### config.mk
export PLATFORM = sky130hd
export DESIGN_NAME = spi_burst_ram_flat
export DESIGN_NICKNAME = d
export VERILOG_FILES = /design/src/rtl/spi_burst_ram_if.sv /design/src/rtl/spi_burst_ram.sv /design/src/flat_wrapper.sv
export SDC_FILE = /design/constraint.sdc
export NUM_CORES = 2
export LEC_CHECK = 0
export BUFFER_PORTS_ARGS = -buffer_cell sky130_fd_sc_hd__buf_2
export CAP_MARGIN = 30
export CORE_MARGIN = 10
export CORE_UTILIZATION = 35
export CTS_CLUSTER_SIZE = 40
export DETAILED_ROUTE_END_ITERATION = 16
export SYNTH_ARGS = -nofsm -noshare
export SYNTH_HDL_FRONTEND = slang
export SYNTH_SLANG_ARGS = --single-unit
### constraint.sdc
create_clock -name clk -period 5.69 [get_ports clk]
set_input_delay 0.2845 -clock clk [delete_from_list [all_inputs] [get_ports clk]]
set_output_delay 0.2845 -clock clk [all_outputs]
set_load 0.05 [all_outputs]
### src/rtl/spi_burst_ram_if.sv
// -----------------------------------------------------------------------------
// spi_burst_ram_if
// Bundles the command/response signals between the SPI slave and the burst RAM.
//   din      : command word, [PAY_W+1:PAY_W] opcode, [PAY_W-1:0] payload
//   rx_valid : single-cycle strobe qualifying din
//   tx_ready : SPI transmit side accepts dout this cycle
//   dout     : read data word
//   tx_valid : dout holds a valid burst word
//   busy     : read burst in progress
//   cmd_err  : one-cycle pulse, address payload out of range
//   cmd_drop : one-cycle pulse, command rejected while busy
// Modports: slave (the RAM) and master (the SPI side).
// -----------------------------------------------------------------------------
interface spi_burst_ram_if #(
    parameter int DATA_W = 8,
    parameter int ADDR_W = 8,
    parameter int LEN_W  = 4
);
    localparam int PAY_W = (ADDR_W > DATA_W) ? ((ADDR_W > LEN_W) ? ADDR_W : LEN_W)
                                             : ((DATA_W > LEN_W) ? DATA_W : LEN_W);

    logic [PAY_W+1:0]  din;
    logic              rx_valid;
    logic              tx_ready;
    logic [DATA_W-1:0] dout;
    logic              tx_valid;
    logic              busy;
    logic              cmd_err;
    logic              cmd_drop;

    modport slave (
        input  din, rx_valid, tx_ready,
        output dout, tx_valid, busy, cmd_err, cmd_drop
    );

    modport master (
        output din, rx_valid, tx_ready,
        input  dout, tx_valid, busy, cmd_err, cmd_drop
    );
endinterface

### src/rtl/spi_burst_ram.sv
// -----------------------------------------------------------------------------
// spi_burst_ram
// Command-driven single-port RAM behind an SPI slave. Opcodes:
//   00 SET_WADDR, 01 WRITE (auto-increment), 10 SET_RADDR, 11 READ_BURST.
// Read bursts of 1..2^LEN_W words are returned over a tx_valid/tx_ready
// handshake. Out-of-range addresses raise cmd_err; commands arriving during a
// burst are rejected with cmd_drop.
// Ports:
//   clk   : clock, rising edge
//   rst_n : synchronous active-low reset
//   bus   : spi_burst_ram_if.slave (din, rx_valid, tx_ready in;
//           dout, tx_valid, busy, cmd_err, cmd_drop out)
// -----------------------------------------------------------------------------
module spi_burst_ram #(
    parameter int DATA_W    = 8,
    parameter int ADDR_W    = 8,
    parameter int MEM_DEPTH = 256,
    parameter int LEN_W     = 4
) (
    input  logic            clk,
    input  logic            rst_n,
    spi_burst_ram_if.slave  bus
);

    localparam int PAY_W = (ADDR_W > DATA_W) ? ((ADDR_W > LEN_W) ? ADDR_W : LEN_W)
                                             : ((DATA_W > LEN_W) ? DATA_W : LEN_W);

    localparam logic [0:0] ST_IDLE = 1'b0;
    localparam logic [0:0] ST_SEND = 1'b1;

    localparam logic [1:0] OP_SET_WADDR  = 2'b00;
    localparam logic [1:0] OP_WRITE      = 2'b01;
    localparam logic [1:0] OP_SET_RADDR  = 2'b10;
    localparam logic [1:0] OP_READ_BURST = 2'b11;

    // One extra bit so MEM_DEPTH == 2^PAY_W is still representable.
    localparam logic [PAY_W:0]    DEPTH_P   = (PAY_W+1)'(MEM_DEPTH);
    localparam logic [ADDR_W-1:0] LAST_ADDR = ADDR_W'(MEM_DEPTH - 1);
    localparam logic [LEN_W:0]    REM_ONE   = (LEN_W+1)'(1);

    // Address increment modulo MEM_DEPTH (not modulo 2^ADDR_W).
    function automatic logic [ADDR_W-1:0] wrap_inc(input logic [ADDR_W-1:0] a);
        logic [ADDR_W-1:0] r;
        if (a == LAST_ADDR) begin
            r = {ADDR_W{1'b0}};
        end else begin
            r = a + ADDR_W'(1);
        end
        return r;
    endfunction

    logic [DATA_W-1:0] mem_r [MEM_DEPTH];

    logic [0:0]        state_r;
    logic [ADDR_W-1:0] wr_addr_r;
    logic [ADDR_W-1:0] rd_addr_r;
    logic [LEN_W:0]    remaining_r;
    logic [DATA_W-1:0] dout_r;
    logic              tx_valid_r;
    logic              busy_r;
    logic              cmd_err_r;
    logic              cmd_drop_r;

    logic [1:0]        opcode_s;
    logic [PAY_W-1:0]  payload_s;
    logic              addr_ok_s;
    logic              mem_we_s;
    logic              handshake_s;

    // Command field decode, range check, memory write enable and handshake.
    always_comb begin
        opcode_s    = bus.din[PAY_W+1:PAY_W];
        payload_s   = bus.din[PAY_W-1:0];
        addr_ok_s   = ({1'b0, payload_s} < DEPTH_P);
        handshake_s = tx_valid_r & bus.tx_ready;
        if (rst_n && bus.rx_valid && (state_r == ST_IDLE) && (opcode_s == OP_WRITE)) begin
            mem_we_s = 1'b1;
        end else begin
            mem_we_s = 1'b0;
        end
    end

    // Memory array write port; contents are deliberately not reset.
    always_ff @(posedge clk) begin
        if (mem_we_s) begin
            mem_r[wr_addr_r] <= payload_s[DATA_W-1:0];
        end
    end

    // Control FSM, address registers, burst counter and registered outputs.
    always_ff @(posedge clk) begin
        if (!rst_n) begin
            state_r     <= ST_IDLE;
            wr_addr_r   <= {ADDR_W{1'b0}};
            rd_addr_r   <= {ADDR_W{1'b0}};
            remaining_r <= {(LEN_W+1){1'b0}};
            dout_r      <= {DATA_W{1'b0}};
            tx_valid_r  <= 1'b0;
            busy_r      <= 1'b0;
            cmd_err_r   <= 1'b0;
            cmd_drop_r  <= 1'b0;
        end else begin
            cmd_err_r  <= 1'b0;
            cmd_drop_r <= 1'b0;
            case (state_r)
                ST_IDLE: begin
                    if (bus.rx_valid) begin
                        case (opcode_s)
                            OP_SET_WADDR: begin
                                if (addr_ok_s) begin
                                    wr_addr_r <= payload_s[ADDR_W-1:0];
                                end else begin
                                    cmd_err_r <= 1'b1;
                                end
                            end
                            OP_WRITE: begin
                                wr_addr_r <= wrap_inc(wr_addr_r);
                            end
                            OP_SET_RADDR: begin
                                if (addr_ok_s) begin
                                    rd_addr_r <= payload_s[ADDR_W-1:0];
                                end else begin
                                    cmd_err_r <= 1'b1;
                                end
                            end
                            OP_READ_BURST: begin
                                // First word is fetched immediately so data
                                // appears one cycle after the command strobe.
                                dout_r      <= mem_r[rd_addr_r];
                                tx_valid_r  <= 1'b1;
                                rd_addr_r   <= wrap_inc(rd_addr_r);
                                remaining_r <= {1'b0, payload_s[LEN_W-1:0]} + REM_ONE;
                                state_r     <= ST_SEND;
                                busy_r      <= 1'b1;
                            end
                            default: begin
                                state_r <= ST_IDLE;
                            end
                        endcase
                    end
                end
                ST_SEND: begin
                    // Any command during a burst is rejected, including on the
                    // edge that completes the final handshake.
                    if (bus.rx_valid) begin
                        cmd_drop_r <= 1'b1;
                    end
                    if (handshake_s) begin
                        if (remaining_r == REM_ONE) begin
                            tx_valid_r <= 1'b0;
                            state_r    <= ST_IDLE;
                            busy_r     <= 1'b0;
                        end else begin
                            dout_r      <= mem_r[rd_addr_r];
                            rd_addr_r   <= wrap_inc(rd_addr_r);
                            remaining_r <= remaining_r - REM_ONE;
                        end
                    end
                end
                default: begin
                    state_r    <= ST_IDLE;
                    tx_valid_r <= 1'b0;
                    busy_r     <= 1'b0;
                end
            endcase
        end
    end

    assign bus.dout     = dout_r;
    assign bus.tx_valid = tx_valid_r;
    assign bus.busy     = busy_r;
    assign bus.cmd_err  = cmd_err_r;
    assign bus.cmd_drop = cmd_drop_r;

endmodule

### src/flat_wrapper.sv
// flat-port wrapper written by rule: the top's interface ports become plain ports
module spi_burst_ram_flat 
#(
    parameter int DATA_W    = 8,
    parameter int ADDR_W    = 8,
    parameter int MEM_DEPTH = 256,
    parameter int LEN_W     = 4
)
  (clk, rst_n, bus_din, bus_rx_valid, bus_tx_ready, bus_dout, bus_tx_valid, bus_busy, bus_cmd_err, bus_cmd_drop);
  spi_burst_ram_if #(.DATA_W(DATA_W), .ADDR_W(ADDR_W), .LEN_W(LEN_W)) bus_i ();
  input  logic clk;
  input  logic rst_n;
  input wire logic [$bits(bus_i.din)-1:0] bus_din;
  input wire logic [$bits(bus_i.rx_valid)-1:0] bus_rx_valid;
  input wire logic [$bits(bus_i.tx_ready)-1:0] bus_tx_ready;
  output wire logic [$bits(bus_i.dout)-1:0] bus_dout;
  output wire logic [$bits(bus_i.tx_valid)-1:0] bus_tx_valid;
  output wire logic [$bits(bus_i.busy)-1:0] bus_busy;
  output wire logic [$bits(bus_i.cmd_err)-1:0] bus_cmd_err;
  output wire logic [$bits(bus_i.cmd_drop)-1:0] bus_cmd_drop;
  assign bus_i.din = bus_din;
  assign bus_i.rx_valid = bus_rx_valid;
  assign bus_i.tx_ready = bus_tx_ready;
  assign bus_dout = bus_i.dout;
  assign bus_tx_valid = bus_i.tx_valid;
  assign bus_busy = bus_i.busy;
  assign bus_cmd_err = bus_i.cmd_err;
  assign bus_cmd_drop = bus_i.cmd_drop;
  spi_burst_ram #(.DATA_W(DATA_W), .ADDR_W(ADDR_W), .MEM_DEPTH(MEM_DEPTH), .LEN_W(LEN_W)) u_core (.clk(clk), .rst_n(rst_n), .bus(bus_i));
endmodule
### Word level (Yosys, flattened, before mapping)

Memories as Yosys holds them, arrays and structs flattened. A register that Yosys moved wholly into a read port is not among the register bits.
Index checks and enable logic that the tools add are counted.

| word-level totals | value |
|---|---|
| word-level logic and storage cells | 70 |
| input port bits | 14 |
| bits in registers | 32 |
| memories kept | 1 |
| bits in writable memories | 2048 |
| output and inout port bits | 12 |

Memories:

| memory | depth | bits a word | rd ports | clocked after memory_dff | wr ports | line | source |
|---|---|---|---|---|---|---|---|
| u_core.mem_r | 256 | 8 | 1 | 1 | 1 | spi_burst_ram.sv:52 | `logic [DATA_W-1:0] mem_r [MEM_DEPTH];` |

| operators by class | value |
|---|---|
| reductions and logical operators | 10 |
| equality and inequality tests | 12 |
| bitwise gates (word level) | 2 |
| multiplexer cells | 34 |
| add/subtract/negate cells | 4 |

Operators with widths:

| operator | count |
|---|---|
| 2-to-1 mux 8 bit | 11 |
| case mux 8 bit (2 select lines) | 4 |
| 2-to-1 mux 5 bit | 4 |
| adder 8 x 1 -> 8 bit, second input constant | 2 |
| == test 8 bit, second input constant | 2 |
| 2-to-1 mux 1 bit | 12 |
| AND reduction 4 bit | 3 |
| inequality test 2 bit, second input constant | 5 |
| case mux 5 bit (2 select lines) | 1 |
| adder 4 x 1 -> 5 bit, second input constant | 1 |
| == test 5 x 1 -> 1 bit, second input constant | 1 |
| subtractor 5 x 1 -> 5 bit, second input constant | 1 |
| == test 2 bit, second input constant | 2 |
| case mux 1 bit (2 select lines) | 2 |
| logical AND 1 bit | 3 |
| inequality test 3 bit, second input constant | 1 |
| AND reduction 3 bit | 1 |
| == test 2 x 1 -> 1 bit, second input constant | 1 |
| logical NOT 2 bit | 1 |
| AND reduction 2 bit | 1 |
| nonzero test 2 bit | 1 |
| AND 1 bit | 1 |
| NOT 1 bit | 1 |

### Depth between registers and ports, before layout

| logic depth | value |
|---|---|
| depth in word-level cells | 7 |
| mapped depth | 14 |
| gate-level depth less buffers | 8 |

### Least setup slack after synthesis

Ideal clock, no wire load.

| timing | value |
|---|---|
| kind | register to register |
| start point | register u_core.tx_valid_r (netlist: u_core.bus.tx_valid) |
| end point | register u_core.dout_r[1] (netlist: u_core.bus.dout[1]) |
| data required time | 5.595 ns |
| slack | 3.100 ns |
| stages on the path, launching flop included | 8 |
| clock period less this slack | 2.590 ns |
| library setup time | 0.095 ns |
| arrival time | 2.495 ns |
| buffers on the path | 1 |
| cells stage by stage | dfxtp_1 and2_1 a31oi_1 or3_1 clkbuf_2 or4_1 or4_1 o311ai_1 |

| on the way | value |
|---|---|
| longest elaborated chain between the ends | 3 |

RTL lines:

| what | line | source |
|---|---|---|
| start: declaration | spi_burst_ram.sv:59 | `logic tx_valid_r;` |
| start signal: assignment | spi_burst_ram.sv:98 | `tx_valid_r <= 1'b0;` |
| start signal: assignment | spi_burst_ram.sv:130 | `tx_valid_r <= 1'b1;` |
| start signal: assignment | spi_burst_ram.sv:150 | `tx_valid_r <= 1'b0;` |
| AND 1 bit | spi_burst_ram.sv:75 | `handshake_s = tx_valid_r & bus.tx_ready;` |
| inequality test 2 bit (no source line) | n/a |  |
| AND reduction 4 bit (no source line) | n/a |  |
| end signal: assignment | spi_burst_ram.sv:97 | `dout_r <= {DATA_W{1'b0}};` |
| end signal: assignment | spi_burst_ram.sv:129 | `dout_r <= mem_r[rd_addr_r];` |
| end signal: assignment | spi_burst_ram.sv:154 | `dout_r <= mem_r[rd_addr_r];` |
| end: declaration | spi_burst_ram.sv:58 | `logic [DATA_W-1:0] dout_r;` |

No other way between the ends.
A chain may end at the register's enable or synchronous reset.

==> flow_metrics.env <==
export IMPL_status="finished, final reports clean"
export IMPL_ys_warn_count=0
export IMPL_ys_flop_type="edfxtp_1"
export IMPL_drv_cap=0
export IMPL_layout_common_cells="edfxtp_1 (2048), mux4_2 (330), nor2_1 (305)"
export IMPL_dp_cells=7093
export IMPL_first_iter_violations=5041
export IMPL_tns_ns=0
export IMPL_rsz0062_at_grt="no"
export IMPL_rr_worst_depth=10
export IMPL_finalNetCount=4190
export IMPL_grt_max_degree=185
export IMPL_start_kind="flop"
export IMPL_holdPathStages=1
export IMPL_whs_ns=0.04900
export IMPL_min_from="bus_din[3]"
export IMPL_vias=41321
export IMPL_firstDrtPassIters=5
export IMPL_syn_nets=4090
export IMPL_place_gp_congestion=0.8801
export IMPL_cts_buffer_depth=3
export IMPL_ios=26
export IMPL_final_cells=7487
export IMPL_reg2reg_to="u_core.bus.dout[2]"
export IMPL_end_kind="flop"
export IMPL_fp_dieH_um=505.1
export IMPL_fill_cells=20867
export IMPL_drc_errors=0
export IMPL_r2r_slack_ns=1.87
export IMPL_max_freq_mhz=261.7
export IMPL_grt_pass1_vias=41079
export IMPL_clock_root_buffer="clkbuf_16"
export IMPL_grt_overflow_total=0
export IMPL_cts_made_buffers=206
export IMPL_coreArea_um2=234700
export IMPL_clk_pin_slew_ns=0.06
export IMPL_leakage_nw=27.66
export IMPL_portBuffers=24
export IMPL_power_density_nw_per_um2=349.5
export IMPL_clock_latency_ns=0.84
export IMPL_final_common_cell="edfxtp_1"
export IMPL_antenna_left=0
export IMPL_final_layout_size_suffix_gt1_share_pct=18.57
export IMPL_die_w_um=505.1
export IMPL_crit_required_ns=6.39
export IMPL_finClkSkew_ns=0.02791
export IMPL_synthesis_area_um2=82350
export IMPL_criticalPathCategory="flop to flop"
export IMPL_synth_seq_cells=2088
export IMPL_syn_inst=4068
export IMPL_synthToLayoutAreaGrowth_pct=12.51
export IMPL_wl_per_cell_um=28.57
export IMPL_hold_viol_final=0
export IMPL_row_count=178
export IMPL_worst_slew_pin_slew_ns=1.099
export IMPL_hold_end="u_core.mem_r[176][3]"
export IMPL_cts_tree="yes"
export IMPL_avgViaCountPerCell=5.519
export IMPL_hold_class="input pin to flop"
export IMPL_setup_ws_ns=1.869
export IMPL_dp_hpwl_mm=129.0
export IMPL_synth_distinct_cells=83
export IMPL_cts_setup_buffers=0
export IMPL_post_route_min_period_ns=3.821
export IMPL_grt_total_usage_pct=16.24
export IMPL_antenna_found_initial=6
export IMPL_cts_resized=0
export IMPL_ys_seq_area_share_pct=75.65
export IMPL_synth_edf_count=2048
export IMPL_irDropWorstVdd_mv=0.3458
export IMPL_period_share_pct=67.15
export IMPL_grt_pass1_wl_mm=307.5
export IMPL_cts_htree_levels=4
export IMPL_relSlewSlack_pct=26.43
export IMPL_worst_ep_arrival_time_ns=4.52
export IMPL_drt_total_wl_mm=213.9
export IMPL_postSynthAreaPerCell_um2=20.24
export IMPL_start_util_pct=35.08
export IMPL_place_worst_setup_slack_ns=1.890
export IMPL_path_max_fanout=28
export IMPL_finalSetupViolations=0
export IMPL_clock_sinks=2088
export IMPL_synth_async_reset_ratio_pct=0
export IMPL_slew_violations=0
export IMPL_dieArea_um2=255100
routing by layer:
| metal | vias to the layer above | global-route usage (%) | part of all wire, % |
|---|---|---|---|
| li1 | 17166 | - | - |
| met1 | 22038 | 22.61 | 42 |
| met2 | 1792 | 25.91 | 48 |
| met3 | 325 | 3.081 | 7.5 |
| met4 | 0 | 4.930 | 3.2 |
| met5 | - | 0 | 0 |
cell type report:
cell class / count / area [um2] / area share, %
sequential: 2088 / 62310 / 67.25
multi-input combinational: 1713 / 18190 / 19.63
clock buffer: 248 / 5439 / 5.870
tap: 3150 / 3941 / 4.254
timing repair buffer: 146 / 1506 / 1.626
clock inverter: 128 / 1214 / 1.310
inverter: 13 / 51.30 / 0.05536
antenna: 1 / 2.502 / 0.002701
repair_timing:
item / in CTS / in global routing
hold endpoints to repair: 173 / 3
hold buffers: 13 / 1
endpoints found under the setup margin: 0 / 0
state kept, by name (all words and copies together), names as in the netlist, named ones only:
signal,count
u_core.bus.cmd_drop,1
u_core.bus.dout,8
u_core.bus.tx_valid,1
u_core.mem_r,2048
u_core.rd_addr_r,8
u_core.remaining_r,5
u_core.state_r,1
u_core.wr_addr_r,8
worst max path at each step:
stage               slack [ns]  depth (start not counted)                 from                 end
floorplan                 3.10                          7  u_core.bus.tx_valid  u_core.bus.dout[1]
global placement          1.64                          8                 flop  u_core.bus.dout[4]
detailed placement        1.89                          9                 flop  u_core.bus.dout[6]
CTS                       1.86                          9                 flop  u_core.bus.dout[6]
global route              1.76                         10                 flop  u_core.bus.dout[2]
finish                    1.87                         10                 flop  u_core.bus.dout[2]
worst max-delay path: stages (launching register included):
cell and delay [ns]:
dfxtp_4 0.64, buf_12 0.28, buf_4 0.27, buf_12 0.27, buf_4 0.36, mux2i_1 0.23
o22ai_1 0.17, a211oi_1 0.63, a22oi_1 0.28, o2111ai_1 0.36, o211ai_2 0.12
through the flow:
stage               utilization, %  area [um2]  total power (W)
floorplan                        -       82350          0.01848
global placement             36.49       85650          0.01921
detailed placement           36.56       85820          0.01923
CTS                          39.45       92610          0.03257
global route                 39.47       92660          0.03330
finish                       39.47       92660          0.03238
cell families after synthesis:
| logic type | share of synthesized area (%) |
|---|---|
| adders and majority gates | 0.1216 |
| and+or+nand+nor | 3.260 |
| muxes | 15.03 |
| DFF | 75.65 |
| buffers and inverters | 2.296 |
| xor gates and xnor gates | 0.03191 |
| other | 0.004554 |
| AOI/OAI and AO/OA | 3.608 |
power by group:
group          internal (W)  total, W  leakage (nW)  switching [W]
Combinational      0.000727   0.00193          5.69        0.00121
Sequential           0.0169    0.0170          18.7      0.0000705
Clock               0.00770    0.0135          3.24        0.00578
Total                0.0253    0.0324          27.7        0.00706
synthesized netlist by cell type, drive strengths merged (23+ instances only):
cell type	count	area (um2)
edfxtp	2048	61500
mux4	415	9666
nor2	306	1149
mux2i	237	2372
buf	128	1284
clkbuf	126	558.0
nand2	90	337.8
o22ai	84	525.5
a21oi	59	295.3
nand3	54	270.3
a22oi	49	367.9
o221ai	49	429.2
o21ai	48	240.2
dfxtp	40	800.8
a211oi	39	292.8
mux2	30	337.8
nor3	29	145.1
and2	23	143.9
(Power assumes the default switching activity.)
